`src/rtl/bslu_pkg.sv`:
```
// Shared definitions for the bit-serial logic unit: opcode values and FSM state encoding.
package bslu_pkg;

  localparam logic [1:0] OP_AND = 2'b00;
  localparam logic [1:0] OP_OR  = 2'b01;
  localparam logic [1:0] OP_XOR = 2'b10;
  localparam logic [1:0] OP_NOR = 2'b11;

  typedef enum logic [1:0] {
    IDLE  = 2'd0,
    SHIFT = 2'd1,
    DONE  = 2'd2
  } state_t;

endpackage

```
`src/rtl/logic_cell_1bit.sv`:
```
// One-bit logic cell: four gate primitives feeding a 4:1 select on the opcode.
module logic_cell_1bit
  import bslu_pkg::*;
(
  output logic       out1,
  input  logic       in1,
  input  logic       in2,
  input  logic [1:0] op
);

  logic g_and;
  logic g_or;
  logic g_xor;
  logic g_nor;

  and u_and (g_and, in1, in2);
  or  u_or  (g_or,  in1, in2);
  xor u_xor (g_xor, in1, in2);
  nor u_nor (g_nor, in1, in2);

  // Opcode selects which gate output drives the cell
  always_comb begin
    out1 = g_and;
    case (op)
      OP_AND:  out1 = g_and;
      OP_OR:   out1 = g_or;
      OP_XOR:  out1 = g_xor;
      OP_NOR:  out1 = g_nor;
      default: out1 = g_and;
    endcase
  end

endmodule

```
`src/rtl/bit_serial_logic_unit.sv`:
```
// Bit-serial bitwise logic unit: accepts two operands and an opcode, streams them
// LSB-first through a 1-bit logic cell and holds the reassembled result until taken.
// Optional zero/parity result flags are built when BSLU_FLAGS_EN is defined.
//
//   state | meaning
//   IDLE  | ready for a new operation (in_ready high)
//   SHIFT | one operand bit per cycle through the cell (busy high)
//   DONE  | out1 holds the result (out_valid high) until out_ready
module bit_serial_logic_unit
  import bslu_pkg::*;
#(
  parameter int WIDTH = 8
) (
  input  logic             clk,
  input  logic             rst_n,
  input  logic             in_valid,
  output logic             in_ready,
  input  logic [WIDTH-1:0] in1,
  input  logic [WIDTH-1:0] in2,
  input  logic [1:0]       op,
  output logic             out_valid,
  input  logic             out_ready,
  output logic [WIDTH-1:0] out1,
  output logic             busy
`ifdef BSLU_FLAGS_EN
  ,
  output logic             zero,
  output logic             parity
`endif
);

  localparam int CW = $clog2(WIDTH);
  localparam logic [CW-1:0] CNT_LAST = CW'(WIDTH - 1);

  state_t           state;
  logic [CW-1:0]    cnt;
  logic [WIDTH-1:0] a_sr;
  logic [WIDTH-1:0] b_sr;
  logic [1:0]       op_r;
  // Only the upper WIDTH-1 result bits are kept: the LSB of a full shift
  // register would be shifted out on the final edge and never observed.
  logic [WIDTH-2:0] res_sr;
  logic [WIDTH-1:0] res_next;
  logic             cell_bit;

  logic_cell_1bit u_cell (
    .out1 (cell_bit),
    .in1  (a_sr[0]),
    .in2  (b_sr[0]),
    .op   (op_r)
  );

  assign res_next  = {cell_bit, res_sr};
  assign in_ready  = (state == IDLE);
  assign busy      = (state == SHIFT);
  assign out_valid = (state == DONE);

  // Sequencer: capture, serial shift through the cell, result load and output hold
  always_ff @(posedge clk or negedge rst_n) begin
    if (!rst_n) begin
      state  <= IDLE;
      cnt    <= '0;
      a_sr   <= '0;
      b_sr   <= '0;
      op_r   <= OP_AND;
      res_sr <= '0;
      out1   <= '0;
`ifdef BSLU_FLAGS_EN
      zero   <= 1'b1;
      parity <= 1'b0;
`endif
    end else begin
      case (state)
        IDLE: begin
          if (in_valid) begin
            a_sr  <= in1;
            b_sr  <= in2;
            op_r  <= op;
            cnt   <= '0;
            state <= SHIFT;
          end
        end
        SHIFT: begin
          a_sr   <= {1'b0, a_sr[WIDTH-1:1]};
          b_sr   <= {1'b0, b_sr[WIDTH-1:1]};
          res_sr <= res_next[WIDTH-1:1];
          if (cnt == CNT_LAST) begin
            out1   <= res_next;
`ifdef BSLU_FLAGS_EN
            zero   <= ~|res_next;
            parity <= ^res_next;
`endif
            state  <= DONE;
          end else begin
            cnt <= cnt + 1'b1;
          end
        end
        DONE: begin
          if (out_ready) state <= IDLE;
        end
        default: state <= IDLE;
      endcase
    end
  end

endmodule

```
`config.mk`:
```
export PLATFORM = sky130hd
export DESIGN_NAME = bit_serial_logic_unit
export DESIGN_NICKNAME = d
export VERILOG_FILES = /design/src/rtl/bslu_pkg.sv /design/src/rtl/logic_cell_1bit.sv /design/src/rtl/bit_serial_logic_unit.sv
export SDC_FILE = /design/constraint.sdc
export NUM_CORES = 1
export LEC_CHECK = 0
export ABC_AREA = 1
export CAP_MARGIN = 20
export CORE_MARGIN = 2
export CORE_UTILIZATION = 55
export DETAILED_ROUTE_END_ITERATION = 7
export PLACE_DENSITY = 0.83
export SYNTH_ARGS = -nofsm -noshare
export SYNTH_HDL_FRONTEND = slang
export SYNTH_SLANG_ARGS = --single-unit
```
`constraint.sdc`:
```
create_clock -name clk -period 3.55 [get_ports clk]
set_input_delay 0.71 -clock clk [delete_from_list [all_inputs] [get_ports clk]]
set_output_delay 0.71 -clock clk [all_outputs]
set_load 0.1 [all_outputs]
```
==> flow_summary.json, run 1 <==
{
  "gp_congestion": 0.780,
  "h-tree-depth": 2,
  "r2r_start": "state[1]",
  "tightest_slew_ns": 0.969,
  "p_leak_nw": 1.09,
  "post_drt_wl_per_cell_um": 10.7,
  "grt_max_degree": 39,
  "grt_use_total_pct": 19.2,
  "grt_pass1_vias": 1245,
  "syn-cell-area_um2": 1780,
  "path_delay_family": "buffers and inverters",
  "setup_viol": 0,
  "clk_pin_slew_ns": 0.11,
  "avgSynthCellArea_um2": 8.51,
  "reg2reg_to": "b_sr[2]",
  "routed_via_density": 4.88,
  "drt_iter0_markers": 31,
  "grt_overflow_total": 0,
  "required_ns": 2.84,
  "hold_viol": 0,
  "fin_setup_tns_ns": 0,
  "dr.pass1.iters": 4,
  "max_freq_mhz": 393,
  "ff2ff_path_depth": 6,
  "clk_latency_ns": 0.34,
  "antenna_found_initial": 0,
  "wirelength_um": 3060,
  "syn_inst": 209,
  "final_max_slew_viol_count": 0,
  "slowest_delay_ns": 1.13,
  "critPathKind": "register to primary output",
  "rsz0062_at_grt": "false",
  "hp-class": "primary input to async pin",
  "cts-root-buf": "clkbuf_4",
  "vdd_ir_drop_max_mv": 0.517,
  "row_count": 20,
  "diodes": 0,
  "pin_count": 33,
  "holdWs_ns": 0.449,
  "ant_nets": 0,
  "synth_top_area_share_pct": 53.4,
  "cts_tree": "yes",
  "status": "finished, final reports clean",
  "cp_slowest_cell": "clkdlybuf4s50_1",
  "relSlewSlack_pct": 35.2,
  "synth_top_cell_by_area": "dfrtp_1",
  "ys_seq_area_share_pct": 53.4,
  "die_w_um": 60.9,
  "cp.buffers_inverters": 1,
  "synth_seq_cells": 38,
  "regToRegSetupSlack_ns": 1.97,
  "finalCriticalPeriod_ns": 2.54,
  "portBuffers": 32,
  "maxCapViolCount": 0,
  "dpl.hpwl_um": 2220,
  "post_cts_resized": 0,
  "initial_utilization_pct": 58.3,
  "drc": 0,
  "end_kind": "primary output",
  "die_area_um2": 3710,
  "critPathMaxFanout": 2,
  "synthToLayoutAreaGrowth_pct": 20.7,
  "vias": 1395,
  "post_cts_buffers": 0,
  "ys_types": 18,
  "clk_path_buf_depth": 2,
  "yosysWarnings": 0,
  "cts.sinks": 38,
  "grt_pass1_wl_um": 5190,
  "syn-num-nets": 235,
  "netlist_top_cells_area": "dfrtp_1 (53%), nand2_1 (19%), inv_1 (5.1%)",
  "cp-start-kind": "register",
  "nNetsFinal": 268,
  "ctsHoldBuffers": 0,
  "die_h_um": 60.9,
  "core_um2": 3050,
  "drive_gt1_share_pct": 10.7,
  "crit_chain": "clkdlybuf4s50_1",
  "power_density_nw_per_um2": 971,
  "crit_arrival_ns": 1.83,
  "numCtsBuffers": 5,
  "skew_ns": 0.00786,
  "period_share_pct": 71.7
}
==> worst max path at each step <==
stage	startpoint	end	depth (start not counted)
2_1_floorplan	state[1]	out_valid	2
3_3_place_gp	out1[3]	out1[3]	1
3_5_place_dp	out1[5]	out1[5]	1
4_1_cts	out1[7]	out1[7]	1
5_1_grt	out1[7]	out1[7]	1
6_report	out1[7]	out1[7]	1
==> power breakdown <==
group	switching (mW)	internal [mW]	total (mW)
Clock	0.135	0.0712	0.207
Combinational	0.848	0.315	1.16
Sequential	0.0975	0.618	0.715
==> cell families (layout without fill, tap and decap cells) <==
| family | after synthesis | in the layout | synth area share, % |
|---|---|---|---|
| AO/OA/AOI/OAI | 31 | 31 | 10.1 |
| adder cells (fa/ha/maj) | 4 | 4 | 2.81 |
| buffers and inverters | 32 | 65 | 8.02 |
| flip-flops | 38 | 38 | 53.4 |
| multiplexers | 1 | 1 | 0.563 |
| AND/OR/NAND/NOR | 103 | 103 | 25.0 |
==> routing by layer <==
layer  vias to the layer above  part of all wire [%]  global-route usage, %
li1                        711                     -                      -
met1                       649                    46                   23.6
met2                        28                    49                   31.8
met3                         7                   3.5                   4.48
met4                         0                   1.9                   9.32
met5                         -                     0                      0
==> cell usage after synthesis <==
cell type	n
o31ai_1	1
nor2_1	3
o21ai_1	8
nand2_1	88
ha_1	4
nor2_4	3
a21oi_1	2
buf_6	2
buf_2	4
nand2_4	4
dfrtp_1	38
o21ai_0	14
mux2i_1	1
o21ai_2	6
inv_4	1
inv_1	24
nand3_1	5
inv_2	1
==> cells in the final DEF, fill, tap and decap left out, types with 5 or more instances in the layout <==
cell type / count
clkbuf_4: 5
nand2_1: 88
o21ai_0: 14
inv_1: 24
nand3_1: 5
clkdlybuf4s50_1: 28
o21ai_2: 6
o21ai_1: 8
dfrtp_1: 38
==> per-stage QoR <==
stage / setup WS [ns] / area [um^2] / power [mW] / util [%] / instances
after floorplan: 1.06 / 1780 / 1.66 / - / 209
after global placement: 1.39 / 2100 / 1.86 / 68.8 / 279
after detailed placement: 1.38 / 2100 / 1.90 / 68.8 / 279
after CTS: 0.991 / 2150 / 2.11 / 70.3 / 286
after global routing: 0.947 / 2150 / 2.26 / 70.3 / 286
final: 1.01 / 2150 / 2.09 / 70.3 / 286
==> sequential cells by signal, indices dropped and copies added (netlist names) <==
register  count
res_sr        7
b_sr          8
out1          8
a_sr          8
state         2
op_r          2
cnt           3
==> final cells by class <==
type	instances	area (um^2)
Clock buffer	5	37.5
Fill cell	264	906
Multi-Input combinational cell	139	686
Clock inverter	2	10.0
Sequential cell	38	951
Tap cell	44	55.1
Inverter	26	100
Timing Repair Buffer	32	308
No activity file was read; power rests on OpenSTA's default activity.
==> inputs of run 2 (changes only) <==
- CORE_UTILIZATION: 55 -> 51
- PLACE_DENSITY: 0.83 -> 0.78
- clock period: 3.55 -> 2.62 ns (I/O delays scaled with it)
==> run 2 against run 1 <==
  * Hold slack worse by 0.17 ns
  * Critical endpoint is now busy
  * Sequential share of layout area is 0.10 points higher
  * Setup slack worse by 0.46 ns
  * Largest cell class unchanged
  * Critical path depth is 2 higher
  * Sequential power is 36% higher
==> flow_summary.json, run 2 (synthesis results as in run 1) <==
{
  "wirelength_um": 3050,
  "pin_count": 33,
  "layout_commonest_cell": "nand2_1",
  "status": "finished, final reports clean",
  "clk_latency_ns": 0.34,
  "initial_utilization_pct": 53.3,
  "setup_viol": 0,
  "vias": 1341,
  "critPathMaxFanout": 9,
  "period_share_pct": 79.1,
  "routed_via_density": 4.64,
  "cp_slowest_cell": "dfrtp_1",
  "grt_overflow_total": 0,
  "end_kind": "primary output",
  "die_h_um": 63.1,
  "cts.sinks": 38,
  "ant_nets": 0,
  "max_freq_mhz": 483,
  "numCtsBuffers": 5,
  "die_w_um": 63.1,
  "hp-class": "primary input to async pin",
  "skew_ns": 0.00354,
  "power_density_nw_per_um2": 1330,
  "clk_path_buf_depth": 2,
  "drive_gt1_share_pct": 14.0,
  "crit_arrival_ns": 1.55,
  "path_delay_family": "flip-flops",
  "regToRegSetupSlack_ns": 1.07,
  "finalCriticalPeriod_ns": 2.07,
  "drc": 0,
  "clk_pin_slew_ns": 0.10,
  "final_max_slew_viol_count": 0,
  "p_leak_nw": 1.11,
  "largestRegisters": "a_sr (8), b_sr (8), out1 (8)",
  "core_um2": 3340,
  "slowest_delay_ns": 0.50,
  "grt_pass1_wl_um": 5520,
  "r2r_start": "state[1]",
  "post_drt_wl_per_cell_um": 10.6,
  "ff2ff_path_depth": 6,
  "critPathKind": "register to primary output",
  "drt_iter0_markers": 47,
  "crit_chain": "inv_1, nor2_4, buf_4",
  "gp_congestion": 0.817,
  "final_cell_mix": "nand2_1 (88), dfrtp_1 (38), inv_1 (24), clkdlybuf4s50_1 (20), o21ai_0 (14)",
  "relSlewSlack_pct": 44.8,
  "ctsHoldBuffers": 0,
  "vdd_ir_drop_max_mv": 0.700,
  "required_ns": 2.10,
  "tightest_slew_ns": 0.827,
  "hold_viol": 0,
  "h-tree-depth": 2,
  "rsz0062_at_grt": "false",
  "post_cts_resized": 0,
  "cts-root-buf": "clkbuf_4",
  "dpl_cell_area_um2": 2080,
  "antenna_found_initial": 0,
  "postLayoutCellArea_um2": 2140,
  "row_count": 21,
  "grt_use_total_pct": 17.7,
  "dpl.hpwl_um": 2190,
  "die_area_um2": 3980,
  "cts_tree": "yes",
  "grt_pass1_vias": 1293,
  "cp-start-kind": "register",
  "fillers": 315,
  "dr.pass1.iters": 4,
  "nNetsFinal": 268,
  "grt_max_degree": 39,
  "fin_setup_tns_ns": 0,
  "maxCapViolCount": 0,
  "synthToLayoutAreaGrowth_pct": 20.4,
  "diodes": 0,
  "reg2reg_to": "b_sr[4]",
  "portBuffers": 32,
  "post_cts_buffers": 0,
  "cp.buffers_inverters": 2
}
[run 2: through the flow]
step | hold WS, ns | util, % | worst slack, ns | std cells | power [mW]
floorplan | 0.228 | - | 0.316 | 209 | 2.26
global placement | 0.456 | 62.4 | 0.812 | 281 | 2.52
detailed placement | 0.467 | 62.4 | 0.779 | 281 | 2.55
CTS | 0.297 | 64.2 | 0.537 | 289 | 2.87
global route | 0.333 | 64.2 | 0.461 | 289 | 3.07
finish | 0.275 | 64.2 | 0.548 | 289 | 2.84
[run 2: worst max-delay path by stage]
stage	from	end	depth (start not counted)
6_report	state[0]	busy	3
5_1_grt	state[0]	busy	3
4_1_cts	state[0]	busy	3
3_5_place_dp	in_valid	b_sr[4]	6
3_3_place_gp	in_valid	a_sr[2]	6
2_1_floorplan	state[1]	out_valid	2
[run 2: layout make-up]
cell class                 count  area, um^2  share of cell area, %
sequential                    38         951                   44.4
multi-input combinational    139         686                   32.0
timing repair buffer          32         288                   13.4
inverter                      26         100                   4.67
tap                           46        57.6                   2.69
clock buffer                   7        55.1                   2.57
clock inverter                 1        5.00                  0.234
[run 2: layer usage]
| metal | up-vias | GRT usage (%) | share of wire (%) | wire length, um |
|---|---|---|---|---|
| li1 | 708 | - | - | - |
| met1 | 603 | 23.3 | 50 | 1510 |
| met2 | 25 | 28.2 | 46 | 1400 |
| met3 | 5 | 4.82 | 3.0 | 93 |
| met4 | 0 | 6.67 | 1.5 | 46 |
| met5 | - | 0 | 0 | 0 |
[run 2: worst reg2reg max path, cell delays in order, from the launching register on]
cell and delay [ns]:
dfrtp_1 0.49, inv_2 0.10, nand2_4 0.30, nand2_4 0.22, inv_1 0.25, nand2_1 0.08
nand2_1 0.07
[run 2: power by group]
| group | switching, mW | total [mW] | internal, mW |
|---|---|---|---|
| clock network | 0.185 | 0.315 | 0.130 |
| registers | 0.134 | 0.972 | 0.837 |
| logic | 1.15 | 1.55 | 0.408 |
| total | 1.46 | 2.84 | 1.38 |
==> inputs of run 3 (changes only) <==
- clock period: 2.62 -> 2.05 ns (I/O delays scaled with it)
==> run 3 against run 2 <==
  * Via count up 3.9%
  * First-iteration DRC count is 4.3% higher
  * Register-to-register slack lost 0.48 ns
  * Global-route usage rose by 0.58 points
  * Core utilization is 2.6 points higher
  * Die area is the same
  * Largest power group unchanged
  * Highest routed layer unchanged
==> flow_summary.json, run 3 (synthesis results as in run 1) <==
{
  "tightest_slew_ns": 0.558,
  "endpoint": "busy",
  "dpl_cell_area_um2": 2150,
  "finalCriticalPeriod_ns": 1.73,
  "cp_slowest_cell": "dfrtp_1",
  "crit_chain": "inv_1, nor2_4, buf_12",
  "grt_max_degree": 38,
  "regToRegSetupSlack_ns": 0.59,
  "cts_tree": "yes",
  "initial_utilization_pct": 53.3,
  "h-tree-depth": 2,
  "drc": 0,
  "dpl.hpwl_um": 2340,
  "drive_gt1_share_pct": 16.2,
  "pin_count": 33,
  "setup_viol": 0,
  "final_util_pct": 66.8,
  "critPathKind": "register to primary output",
  "grt_use_total_pct": 18.3,
  "end_kind": "primary output",
  "multi_input_area_um2": 688,
  "portBuffers": 32,
  "largestRegisters": "a_sr (8), b_sr (8), out1 (8)",
  "clk_latency_ns": 0.35,
  "vias": 1393,
  "post_cts_resized": 0,
  "fin_setup_tns_ns": 0,
  "skew_ns": 0.0118,
  "r2r_start": "state[1]",
  "post-place-cells": 285,
  "seq_area_um2": 951,
  "fillers": 299,
  "die_w_um": 63.1,
  "final_max_slew_viol_count": 0,
  "postLayoutCellArea_um2": 2230,
  "post_cts_buffers": 0,
  "crit_cells": 3,
  "swShare_pct": 49.9,
  "path_delay_family": "flip-flops",
  "stdcell_count": 293,
  "ff2ff_path_depth": 6,
  "post_drt_wl_per_cell_um": 10.9,
  "slowest_delay_ns": 0.51,
  "gp_congestion": 0.789,
  "diodes": 0,
  "power_frac_clock_pct": 13.0,
  "power_density_nw_per_um2": 1730,
  "maxCapViolCount": 0,
  "antenna_found_initial": 0,
  "required_ns": 1.64,
  "relSlewSlack_pct": 62.8,
  "period_share_pct": 84.4,
  "p_leak_nw": 1.15,
  "hp-class": "primary input to async pin",
  "cp.buffers_inverters": 2,
  "dr.pass1.iters": 6,
  "grt_pass1_vias": 1312,
  "detailedPlace.worstSlack_ns": 0.417,
  "row_count": 21,
  "grt_overflow_total": 0,
  "cp-startpoint": "state[0]",
  "clk_pin_slew_ns": 0.12,
  "synthToLayoutAreaGrowth_pct": 25.3,
  "max_freq_mhz": 578,
  "wirelength_um": 3190,
  "p_seq_share_pct": 32.2,
  "numCtsBuffers": 5,
  "p_sw_mw": 1.93,
  "p_int_mw": 1.94,
  "status": "finished, final reports clean",
  "cts.sinks": 38,
  "nNetsFinal": 272,
  "critPathMaxFanout": 5,
  "cp-start-kind": "register",
  "ant_nets": 0,
  "crit_arrival_ns": 1.32,
  "final_cell_mix": "nand2_1 (88), dfrtp_1 (38), inv_1 (24), clkdlybuf4s50_1 (20), o21ai_0 (14)",
  "holdWs_ns": 0.0303,
  "cts-root-buf": "clkbuf_4",
  "ctsHoldBuffers": 0,
  "drt_iter0_markers": 49,
  "comb_power_share_pct": 54.8,
  "finalWorstSetupSlack_ns": 0.320,
  "hold_viol": 0,
  "die_h_um": 63.1,
  "clk_path_buf_depth": 2,
  "routed_via_density": 4.75,
  "rsz0062_at_grt": "false",
  "core_um2": 3340,
  "layout_commonest_cell": "nand2_1",
  "die_area_um2": 3980,
  "reg2reg_to": "b_sr[3]",
  "total_power_mw": 3.86,
  "vdd_ir_drop_max_mv": 1.42,
  "grt_pass1_wl_um": 5560
}
run 3: final cells by class:
type                    count  area share [%]
clock buffers               5            1.68
clock inverters             3            1.80
inverters                  26            4.49
multi-input cells         139            30.9
flip-flops and latches     38            42.6
well taps                  46            2.58
repair buffers             36            15.9
run 3: worst min path at each step:
stage	start	slack (ns)	cells past startpoint	to
floorplan	rst_n	0.11	0	a_sr[0]
global placement	rst_n	0.43	1	state[1]
detailed placement	rst_n	0.43	1	state[1]
CTS	rst_n	0.05	1	a_sr[1]
global route	rst_n	0.05	1	out1[6]
finish	rst_n	0.03	1	state[1]
run 3: layer usage:
layer	routed length, um	global-route usage, %	up-vias
met5	0	0	-
met4	51	7.50	0
met3	212	6.61	5
met2	1460	28.9	35
met1	1460	22.9	636
li1	-	-	717
run 3: power groups by stage:
stage	Combinational (mW)	Clock, mW	Sequential (mW)
after floorplan	1.19	0	1.70
after global placement	2.09	0	1.25
after detailed placement	2.13	0	1.26
after CTS	2.14	0.510	1.25
after global routing	2.33	0.552	1.28
final	2.12	0.501	1.24
